`src/rtl/glitc_trig_pkg.sv`:
```
// glitc_trig_pkg: coincidence-mode encodings and default widths shared by the trigger path.
package glitc_trig_pkg;
   localparam int CORR_BITS    = 12;
   localparam int SCALER_BITS  = 16;
   localparam int GATE_BITS    = 28;
   localparam int HOLDOFF_BITS = 8;
   typedef enum logic [1:0] {
      COINC_R0  = 2'b00,
      COINC_R1  = 2'b01,
      COINC_OR  = 2'b10,
      COINC_AND = 2'b11
   } coinc_mode_e;
endpackage

```
`src/rtl/corr_discriminator.sv`:
```
// corr_discriminator: registered threshold compare with holdoff and a saturating running scaler.
module corr_discriminator #(
   parameter int CORR_BITS    = glitc_trig_pkg::CORR_BITS,
   parameter int SCALER_BITS  = glitc_trig_pkg::SCALER_BITS,
   parameter int HOLDOFF_BITS = glitc_trig_pkg::HOLDOFF_BITS
) (
   input  logic                    i_clk,
   input  logic                    i_rst,
   input  logic                    i_en,
   input  logic                    i_clr,
   input  logic [CORR_BITS-1:0]    i_corr,
   input  logic [CORR_BITS-1:0]    i_thresh,
   input  logic [HOLDOFF_BITS-1:0] i_holdoff,
   output logic                    o_trig,
   output logic [SCALER_BITS-1:0]  o_count
);
   logic [CORR_BITS-1:0]    r_corr, r_thresh;
   logic [HOLDOFF_BITS-1:0] r_hold;
   logic [SCALER_BITS-1:0]  r_run;
   logic                    r_trig, w_fire;
   assign w_fire  = i_en && (r_corr > r_thresh) && (r_hold == '0);
   // count including the event present this cycle, so a gate latch never loses it
   assign o_count = (r_trig && r_run != '1) ? r_run + 1'b1 : r_run;
   assign o_trig  = r_trig;
   always_ff @(posedge i_clk) begin
      if (i_rst) begin
         r_corr   <= '0;
         r_thresh <= '0;
         r_hold   <= '0;
         r_run    <= '0;
         r_trig   <= 1'b0;
      end else begin
         r_corr   <= i_corr;
         r_thresh <= i_thresh;
         r_trig   <= w_fire;
         r_hold   <= !i_en ? '0 : w_fire ? i_holdoff : (r_hold != '0) ? r_hold - 1'b1 : '0;
         r_run    <= i_clr ? '0 : o_count;
      end
   end
endmodule

```
`src/rtl/corr_trigger_scaler.sv`:
```
// corr_trigger_scaler: R0/R1 discriminators, coincidence trigger and gated rate scalers
// with latched readout values and a strobe for the register layer.
module corr_trigger_scaler #(
   parameter int CORR_BITS    = glitc_trig_pkg::CORR_BITS,
   parameter int SCALER_BITS  = glitc_trig_pkg::SCALER_BITS,
   parameter int GATE_BITS    = glitc_trig_pkg::GATE_BITS,
   parameter int HOLDOFF_BITS = glitc_trig_pkg::HOLDOFF_BITS
) (
   input  logic                    clk_i,
   input  logic                    rst_i,
   input  logic                    enable_i,
   input  logic [CORR_BITS-1:0]    corr_r0_i,
   input  logic [CORR_BITS-1:0]    corr_r1_i,
   input  logic [CORR_BITS-1:0]    thresh_r0_i,
   input  logic [CORR_BITS-1:0]    thresh_r1_i,
   input  logic [HOLDOFF_BITS-1:0] holdoff_i,
   input  logic [1:0]              coinc_mode_i,
   input  logic [GATE_BITS-1:0]    gate_period_i,
   output logic                    trig_r0_o,
   output logic                    trig_r1_o,
   output logic                    trig_o,
   output logic [SCALER_BITS-1:0]  scaler_r0_o,
   output logic [SCALER_BITS-1:0]  scaler_r1_o,
   output logic [SCALER_BITS-1:0]  scaler_trig_o,
   output logic                    scaler_valid_o,
   output logic [7:0]              scaler_seq_o
);
   import glitc_trig_pkg::*;
   logic                   w_term, w_clr, w_coinc, w_trig_r0, w_trig_r1;
   logic [SCALER_BITS-1:0] w_cnt_r0, w_cnt_r1, w_cnt_trig;
   logic [SCALER_BITS-1:0] r_run_trig, r_sc_r0, r_sc_r1, r_sc_trig;
   logic [GATE_BITS-1:0]   r_gate;
   logic [7:0]             r_seq;
   logic                   r_trig, r_valid;
   coinc_mode_e            r_mode;
   // >= rather than == so a period shortened mid-gate ends the gate immediately
   assign w_term = enable_i && (gate_period_i != '0) && (r_gate >= gate_period_i - 1'b1);
   assign w_clr  = w_term || !enable_i;
   corr_discriminator #(.CORR_BITS(CORR_BITS), .SCALER_BITS(SCALER_BITS), .HOLDOFF_BITS(HOLDOFF_BITS)) u_r0 (
      .i_clk(clk_i), .i_rst(rst_i), .i_en(enable_i), .i_clr(w_clr),
      .i_corr(corr_r0_i), .i_thresh(thresh_r0_i), .i_holdoff(holdoff_i),
      .o_trig(w_trig_r0), .o_count(w_cnt_r0)
   );
   corr_discriminator #(.CORR_BITS(CORR_BITS), .SCALER_BITS(SCALER_BITS), .HOLDOFF_BITS(HOLDOFF_BITS)) u_r1 (
      .i_clk(clk_i), .i_rst(rst_i), .i_en(enable_i), .i_clr(w_clr),
      .i_corr(corr_r1_i), .i_thresh(thresh_r1_i), .i_holdoff(holdoff_i),
      .o_trig(w_trig_r1), .o_count(w_cnt_r1)
   );
   always_comb begin
      w_coinc    = (r_mode == COINC_R0) ? w_trig_r0 :
                   (r_mode == COINC_R1) ? w_trig_r1 :
                   (r_mode == COINC_OR) ? (w_trig_r0 | w_trig_r1) : (w_trig_r0 & w_trig_r1);
      w_cnt_trig = (r_trig && r_run_trig != '1) ? r_run_trig + 1'b1 : r_run_trig;
   end
   always_ff @(posedge clk_i) begin
      if (rst_i) begin
         r_mode     <= COINC_R0;
         r_trig     <= 1'b0;
         r_run_trig <= '0;
         r_gate     <= '0;
         r_valid    <= 1'b0;
         r_seq      <= '0;
         r_sc_r0    <= '0;
         r_sc_r1    <= '0;
         r_sc_trig  <= '0;
      end else begin
         r_mode     <= coinc_mode_e'(coinc_mode_i);
         r_trig     <= w_coinc;
         r_run_trig <= w_clr ? '0 : w_cnt_trig;
         r_gate     <= (w_clr || gate_period_i == '0) ? '0 : r_gate + 1'b1;
         r_valid    <= w_term;
         if (w_term) begin
            r_sc_r0   <= w_cnt_r0;
            r_sc_r1   <= w_cnt_r1;
            r_sc_trig <= w_cnt_trig;
            r_seq     <= r_seq + 1'b1;
         end
      end
   end
   assign trig_r0_o      = w_trig_r0;
   assign trig_r1_o      = w_trig_r1;
   assign trig_o         = r_trig;
   assign scaler_r0_o    = r_sc_r0;
   assign scaler_r1_o    = r_sc_r1;
   assign scaler_trig_o  = r_sc_trig;
   assign scaler_valid_o = r_valid;
   assign scaler_seq_o   = r_seq;
endmodule

```
`config.mk`:
```
export PLATFORM = sky130hd
export DESIGN_NAME = corr_trigger_scaler
export DESIGN_NICKNAME = d
export VERILOG_FILES = /design/src/rtl/glitc_trig_pkg.sv /design/src/rtl/corr_discriminator.sv /design/src/rtl/corr_trigger_scaler.sv
export SDC_FILE = /design/constraint.sdc
export NUM_CORES = 1
export LEC_CHECK = 0
export CAP_MARGIN = 30
export CORE_UTILIZATION = 58
export CTS_CLUSTER_DIAMETER = 40
export DETAILED_ROUTE_END_ITERATION = 12
export PLACE_DENSITY_LB_ADDON = 0.2
export REMOVE_ABC_BUFFERS = 1
export SETUP_SLACK_MARGIN = 0.05
export SKIP_CTS_REPAIR_TIMING = 1
export SLEW_MARGIN = 20
export SYNTH_ARGS = -nofsm -noshare
export SYNTH_HDL_FRONTEND = slang
export SYNTH_SLANG_ARGS = --single-unit
```
`constraint.sdc`:
```
create_clock -name clk_i -period 12.65 [get_ports clk_i]
set_input_delay 1.8975 -clock clk_i [delete_from_list [all_inputs] [get_ports clk_i]]
set_output_delay 1.8975 -clock clk_i [all_outputs]
set_load 0.05 [all_outputs]
```
==> results.txt <==
Setup TNS - 0 ns
Antenna Cells - 0
Distinct cells, synth - 58
Endpoints failing hold - 0
Fmax - 0.156 GHz
Row Count - 45
Result of the run - finished clean
Critical path cell sequence - clkdlybuf4s50_1, nor3_1, nand2b_1, or3_1, or3b_1, or3_1, nor3_1, xnor2_1, ha_1, a21oi_1, o21ai_0, o21ba_2, nand3_1, o21ai_1, nand2_4, nor3_1
Commonest non-fill, non-tap cells in the layout - dfxtp_1 (202), nor2_1 (157), clkdlybuf4s50_1 (147)
Post-synth top area cell - dfxtp_1
Crit start category - primary input
Initial core utilization - 0.602
Worst Hold Launch - u_r0.r_hold[0]
Root Buffer - clkbuf_16
Worst r2r dst - r_run_trig[4]
Yosys top cell area share - 0.436
Avg WL per Cell - 13.9 um
Worst-path clk slew - 0.06 ns
Largest net degree at the start of global routing - 90
Crit path largest cell delay - 0.71 ns
Synth Instances - 1017
Mapped cell area - 0.00928 mm2
Post-route clock period utilization - 0.507
First-pass detailed-route iteration total - 5
Total clock sinks - 202
Setup WS post-layout - 6.24 ns
Vias in the first global route - 6931
CP dominant cell by count - nor3_1
RSZ-0062 raised after global routing - no
Number of port buffers - 148
Setup violations, final - 0
Reg area - 0.00404 mm2
Ranking of synthesized cells by area - dfxtp_1 (44%), ha_1 (8.1%), nor2_1 (6.4%)
Maximum VDD drop - 106 uV
DP Worst Slack - 5.67 ns
Post-route DRC - 0
Share of layout cells above drive strength 1 - 0.0692
Worst-path maximum fanout - 45
Final nets - 1314
Hold Crit Depth - 1
Tot GR Track Use - 0.239
Ports - 149
Slew Viols, Final - 0
Hold Crit Class - reg -> reg
Core area - 0.0154 mm2
Placer congestion estimate - 0.852
Seq cells post-synth - 202
Via count - 7433
Number of synthesized flops with an enable pin - 0
CP endpoint kind - flop
CTS Buf Count - 27
Post-DP HPWL - 13.4 mm
Slowest cell on crit path - o21ai_1
Htree depth - 1
Drt total wl - 19.4 mm
Reg2Reg Depth - 8
Leak Pwr - 4.39 nW
Most common cell after layout, fill and taps aside - dfxtp_1
Avg Cell Area, Syn - 9.13 um2
Worst skew pair latency - 0.51 ns
Fillers - 1104
WP data required - 13.08 ns
Final Util - 0.767
Async SR Flop Fraction - 0
Remaining Overflow, GRT - 0
Initial antenna violation count - 0
Die Area - 0.0165 mm2
Pwr Density - 138 mW/mm2
Crit path arrival time - 6.84 ns
Area delta synth->final - 27.5%
CTS Buffer Depth - 3
Worst flop-to-flop path startpoint - r_gate[9]
Post-synthesis sequential area ratio - 0.436
R2r setup slk - 9.62 ns
Vias per cell - 5.32
Hold path endpoint - u_r0.r_hold[0]
Area of the multi-input gates - 0.00492 mm2
Worst-Margin Slew - 0.885 ns
First-pass GRT wire length - 32.1 mm
Fin Clk Skew - 0.0109 ns
Post-route ant nets - 0
Number of standard cells in the final layout excluding fillers - 1396
Initial drt markers - 316
Setup CP Type - in -> reg
Max_slew headroom - 0.406
Yosys Warn Count - 0
CTS tree - yes
Worst setup path start - gate_period_i[2]
Placed insts - 1346
Max_cap viols - 0
Dominant synthesized flop cell - dfxtp_1
Die W - 128 um
Crit path time final - 6.41 ns
Die Span Y - 128 um
-- worst max-delay path, delay by kind of cell --
family | cells | cell delay [ns]
simple gates | 9 | 2.85
compound gates | 4 | 1.18
buf+inv | 1 | 0.46
fa+ha+maj | 1 | 0.27
xor+xnor | 1 | 0.14
-- cell usage after synthesis, drive strengths merged (4+ instances only) --
| cell type | count |
|---|---|
| dfxtp | 202 |
| clkbuf | 19 |
| a21o | 10 |
| xor2 | 53 |
| or4 | 7 |
| xnor2 | 44 |
| nand4 | 32 |
| a21oi | 32 |
| and2 | 6 |
| and3 | 20 |
| or2 | 6 |
| nand2b | 11 |
| nor4 | 6 |
| or3 | 9 |
| inv | 44 |
| and4 | 4 |
| o2bb2ai | 10 |
| nand2 | 42 |
| nor3 | 22 |
| a211oi | 40 |
| mux2i | 13 |
| o31ai | 5 |
| nand3 | 40 |
| nor2 | 157 |
| buf | 13 |
| o21ai | 16 |
| o21a | 4 |
| ha | 60 |
| nor2b | 63 |
-- state kept, by name, summed over array words and instances (netlist names), 12 cells and up --
name and count:
u_r1.r_run 16, u_r1.r_thresh 12, u_r0.r_corr 12, scaler_r0_o 16, r_gate 28, scaler_trig_o 16, scaler_r1_o 16, u_r0.r_thresh 12
u_r1.r_corr 12, r_run_trig 16, u_r0.r_run 16
-- metrics by stage --
step | hold WS (ns) | area [um2] | power, W
global route | 0.473 | 11800 | 0.00171
floorplan | 0.426 | 9130 | 0.000835
detailed placement | 0.448 | 10900 | 0.000906
CTS | 0.459 | 11800 | 0.00165
finish | 0.456 | 11800 | 0.00164
global placement | 0.444 | 10900 | 0.000898
-- layer usage --
metal | GRT usage | part of all wire | up-vias
met4 | 0.0671 | 0.014 | 0
li1 | - | - | 3807
met5 | 0 | 0 | -
met3 | 0.0328 | 0.060 | 22
met2 | 0.410 | 0.48 | 169
met1 | 0.314 | 0.45 | 3435
-- cell type report --
class | count | share of cell area
timing repair buffer | 151 | 0.130
inverter | 45 | 0.0143
clock inverter | 18 | 0.0149
sequential | 202 | 0.342
tap | 211 | 0.0223
multi-input combinational | 738 | 0.416
clock buffer | 31 | 0.0609
-- report_power, final --
group,internal (W),leakage (nW),switching (W)
Clock,0.000454,0.435,0.000285
Sequential,0.000663,1.64,0.0000185
Combinational,0.000102,2.31,0.000114
-- how the worst max path moves through the flow --
stage,slack (ns),cells after the start,endpoint
floorplan,6.69,15,scaler_trig_o[14]
global placement,5.77,16,scaler_trig_o[4]
detailed placement,5.67,16,scaler_trig_o[14]
CTS,6.18,16,scaler_trig_o[1]
global route,5.81,16,r_run_trig[4]
finish,6.24,16,r_run_trig[4]
-- cell families (layout without fill, tap and decap cells) --
group,count (synthesis),in the layout,share of synthesized area
and+or+nand+nor,433,433,0.236
AOI/OAI and AO/OA,133,133,0.104
xor gates and xnor gates,97,97,0.0915
adders and majority gates,60,60,0.0809
DFF,202,202,0.436
buffers and inverters,77,245,0.0345
muxes,15,15,0.0169
(Power assumes the default switching activity.)
==> RTL edit 1 (config.mk and constraints unchanged) <==
`r_hold` no longer has a reset.
--- a/src/rtl/corr_discriminator.sv
+++ b/src/rtl/corr_discriminator.sv
@@ -27,5 +27,4 @@
          r_corr   <= '0;
          r_thresh <= '0;
-         r_hold   <= '0;
          r_run    <= '0;
          r_trig   <= 1'b0;
@@ -34,8 +33,11 @@
          r_thresh <= i_thresh;
          r_trig   <= w_fire;
-         r_hold   <= !i_en ? '0 : w_fire ? i_holdoff : (r_hold != '0) ? r_hold - 1'b1 : '0;
          r_run    <= i_clr ? '0 : o_count;
       end
    end
+
+   always_ff @(posedge i_clk) begin
+      r_hold <= !i_en ? '0 : w_fire ? i_holdoff : (r_hold != '0) ? r_hold - 1'b1 : '0;
+   end
 endmodule
 
Behaviour: differs if rst_i is asserted again (counterexample within 10 cycles, from zero or initial values and one cycle with rst_i high); with rst_i held inactive, the same outputs for 10 cycles.
==> RTL edit 1 against the unedited design <==
- area after synthesis barely moved
- non-clock buffer count rose by 2
- count of clock-buffer cells in the layout rose by 4
- worst hold slack improved by 0.0060 ns
- sequential cell count did not move
- total power rose by 2.4%
- wire length rose by 1.3%
- setup slack improved by 0.074 ns
- design area rose by 1.1%
- critical path type unchanged
- critical endpoint is now scaler_seq_o[7]$_SDFFE_PP0P_
- largest cell class unchanged
- highest routed layer unchanged
==> RTL edit 1: results (changes against the unedited design) <==
Placement
  • Hpwl dp: 13600 µm (+1.8%)
  • GPL Wtd Cong: 0.844 (-0.94%)
  • Pre-CTS setup slack: 5.62 ns (-0.0553 ns)
  • Placed Area: 0.0109 mm² (+0.26%)

Worst setup path
  • Worst Setup SP: gate_period_i[3]
  • Worst reg2reg setup slack: 9.63 ns (about the same)
  • Worst reg2reg path depth: 10 (+2)
  • Crit path max-delay cell type: or4_1
  • Critical Path Sink: scaler_seq_o[7]$_SDFFE_PP0P_

Global route
  • GRT Util Overall: 23.3% (-0.58 points)
  • Vias in the first global route: 6838 (-1.3%)
  • Met1 GRT Util: 30.4% (-0.96 points)
  • Grt met2 use: 39.6% (-1.4 points)
  • Grt met3 use: 4.24% (+0.96 points)
  • Pin count of the biggest net entering global routing: 100 (+11%)

Synthesis
  • Top post-synthesis cells by area: dfxtp_1, ha_1, nor2_1, nor2b_1, xor2_1
  • Sequential share of the synthesized area: 43.5% (about the same)
  • Commonest cells in the netlist: dfxtp_1, nor2_1, nor2b_1
  • Number of library cell types mapped by synthesis: 61 (+5.2%)
  • Syn Area/Cell: 9.11 µm² (-0.21%)

Finish
  • # fillers: 1105 (+0.091%)
  • Layout cells sized above 1: 6.79% (-0.13 points)
  • Layout area overhead: 28.7%
  • Nets: 1319 (+0.38%)

Route
  • Vias per cell: 5.29 (-0.66%)
  • Initial DRC count: 429 (+36%)
  • WL met2: 9120 µm (-1.8%)
  • DR WL met3: 1010 µm (-13%)
  • WL per Instance: 14.0 µm (+0.67%)

STA
  • Worst hold slack: 0.462 ns (+0.00596 ns)
  • Layout Skew: 0.0108 ns (-0.0000420 ns)
  • Normalized max-slew margin: 53.9% (+13 points)
  • Fin crit share: 50.1% (-0.59 points)

Pwr
  • Leak Pwr: 4.45 nW (+1.3%)
  • Worst VDD drop: 0.155 mV (+46%)

CTS
  • Inserted Clock Buffers: 29 (+7.4%)

Run status
  • Status: complete, no violations
RTL edit 1: final cells by class:
cell class              count  share of cell area, %
well taps                 211                   2.21
inverters                  44                   1.38
flip-flops and latches    202                   33.8
clock buffers              35                   6.68
multi-input cells         740                   41.4
clock inverters            19                   1.63
repair buffers            153                   12.9
RTL edit 1: worst min-delay path by stage:
stage / startpoint / end
global placement: r_gate[0]$_SDFF_PP0_ / r_gate[0]$_SDFF_PP0_
floorplan: r_gate[0]$_SDFF_PP0_ / r_gate[0]$_SDFF_PP0_
finish: r_gate[0]$_SDFF_PP0_ / r_gate[0]$_SDFF_PP0_
CTS: r_gate[0]$_SDFF_PP0_ / r_gate[0]$_SDFF_PP0_
detailed placement: r_gate[0]$_SDFF_PP0_ / r_gate[0]$_SDFF_PP0_
global route: r_gate[0]$_SDFF_PP0_ / r_gate[0]$_SDFF_PP0_
RTL edit 1: power breakdown:
part	switching (mW)	internal [mW]	leakage, nW	total [mW]
logic	0.100	0.0995	2.33	0.200
clock network	0.296	0.496	0.477	0.793
registers	0.0190	0.666	1.64	0.685
RTL edit 1: kinds of logic (layout without fill, tap and decap cells):
family	count (synthesis)	in the layout	share of synthesized area (%)
buffers and inverters	78	251	3.33
adders and majority gates	60	60	8.08
AOI/OAI and AO/OA	123	123	9.28
xor gates and xnor gates	97	97	9.15
muxes	17	17	1.91
DFF	202	202	43.5
and+or+nand+nor	443	443	24.7
RTL edit 1: worst reg2reg max path: cells and delay by family (launching register included):
| kind | cells | cell delay (ns) |
|---|---|---|
| compound gates | 3 | 0.40 |
| fa+ha+maj | 1 | 0.33 |
| buf+inv | 2 | 0.67 |
| flops | 1 | 0.38 |
| mux | 1 | 0.31 |
| simple gates | 3 | 0.81 |
==> RTL edit 2 (same settings) <==
Made on the original files. The package constant `SCALER_BITS` goes from 16 to 18.
--- a/src/rtl/glitc_trig_pkg.sv
+++ b/src/rtl/glitc_trig_pkg.sv
@@ -2,5 +2,5 @@
 package glitc_trig_pkg;
    localparam int CORR_BITS    = 12;
-   localparam int SCALER_BITS  = 16;
+   localparam int SCALER_BITS  = 18;
    localparam int GATE_BITS    = 28;
    localparam int HOLDOFF_BITS = 8;
Interface: changed (resized scaler_r0_o, scaler_r1_o and scaler_trig_o); port bits go from 149 to 155. No check against the original RTL was run, so the function may have changed too.
==> RTL edit 2 against the unedited design <==
- sequential cell count grew 12
- via count grew 7.3%
- design area grew 4.0%
- setup slack lost 0.099 ns
- total power grew 2.2%
- area after synthesis grew 5.0%
- wire length grew 7.7%
- sequential share of layout area grew 0.63 points
- clock power shrank 0.5%
- critical path type unchanged
==> RTL edit 2: results (changes against the unedited design) <==
Run status
  • Status: complete, no violations

Finish
  • # fillers: 1212 (+9.8%)
  • Nets: 1396 (+6.2%)
  • Layout cells sized above 1: 5.30% (-1.6 points)

Worst setup path
  • RR Startpoint: r_gate[10]$_SDFF_PP0_
  • Worst reg2reg path depth: 10 (+2)
  • RR Endpoint: r_gate[7]$_SDFF_PP0_
  • Worst setup EP type: flop
  • Crit path max-delay cell type: buf_4
  • Critical Path AT: 6.92 ns (+0.08 ns)
  • Worst reg2reg setup slack: 9.25 ns (-0.37 ns)
  • Crit-path max FO: 83 (+84%)

Synthesis
  • Sequential share of the synthesized area: 44.0% (+0.40 points)
  • Number of library cell types mapped by synthesis: 51 (-12%)
  • XOR/XNOR Fraction of Synth Area: 8.18% (-0.97 points)
  • Commonest cells in the netlist: dfxtp_1, nor2_1, nand2_1
  • Post-synthesis compound-gate area fraction: 10.5% (+0.084 points)
  • Cell area after synthesis: 0.00974 mm² (+5.0%)

Route
  • Routed length on met1: 9490 µm (+9.1%)
  • Initial DRC count: 393 (+24%)
  • DR vias: 7972 (+7.3%)
  • WL met2: 9890 µm (+6.4%)
  • DR WL met3: 1190 µm (+2.5%)
  • WL per Instance: 14.1 µm (+1.3%)

Global route
  • GRT Util Overall: 24.1% (+0.26 points)
  • Pin count of the biggest net entering global routing: 84 (-6.7%)
  • Vias in the first global route: 7778 (+12%)
  • First-pass GRT wire length: 35400 µm (+10%)
  • Grt met2 use: 41.6% (+0.61 points)
  • Grt met3 use: 3.90% (+0.61 points)
  • Met1 GRT Util: 30.9% (-0.48 points)

Hold path
  • Worst Hold Launch: scaler_r0_o[5]$_SDFFE_PP0P_
  • Worst Hold Path EP: scaler_r0_o[5]$_SDFFE_PP0P_

Pwr
  • Worst VDD drop: 0.121 mV (+13%)
  • Comb. pwr: 222 µW (+2%)
  • P_sw: 412 µW (-1.4%)

Placement
  • Port Buffers: 154 (+4.1%)
  • Hpwl dp: 14600 µm (+9.2%)
  • GPL Wtd Cong: 0.912 (+7.0%)

STA
  • Normalized max-slew margin: 43.6% (+3.0 points)
  • Layout Skew: 0.0111 ns (+0.000201 ns)
  • Final Worst Setup Slack: 6.14 ns (-0.0993 ns)
  • Worst hold slack: 0.453 ns (-0.00220 ns)

CTS
  • Inserted Clock Buffers: 26 (-3.7%)
## RTL edit 2: cell count changes in the layout (fill, tap and decap cells not counted), sizes merged, moves of 7 or more
cell,change
nand2,+39
a211oi,-7
xor2,-9
a21oi,+30
dfxtp,+12
nor2b,+10
## RTL edit 2: per-stage QoR
stage / utilization, % / instances / power, mW / cell area, µm²
after floorplan: - / 1059 / 0.873 / 9550
after global placement: 69.3 / 1437 / 0.944 / 11400
after detailed placement: 69.5 / 1439 / 0.952 / 11400
after CTS: 74.7 / 1484 / 1.69 / 12300
after global routing: 74.7 / 1484 / 1.74 / 12300
final: 74.7 / 1484 / 1.67 / 12300
## RTL edit 2: cell type report
class	instances	area (µm²)	share of cell area, %
clock buffers	35	736	5.98
repair buffers	160	1600	13.0
flip-flops and latches	214	4280	34.8
inverters	39	146	1.19
clock inverters	10	131	1.07
multi-input cells	806	5130	41.7
well taps	220	275	2.24
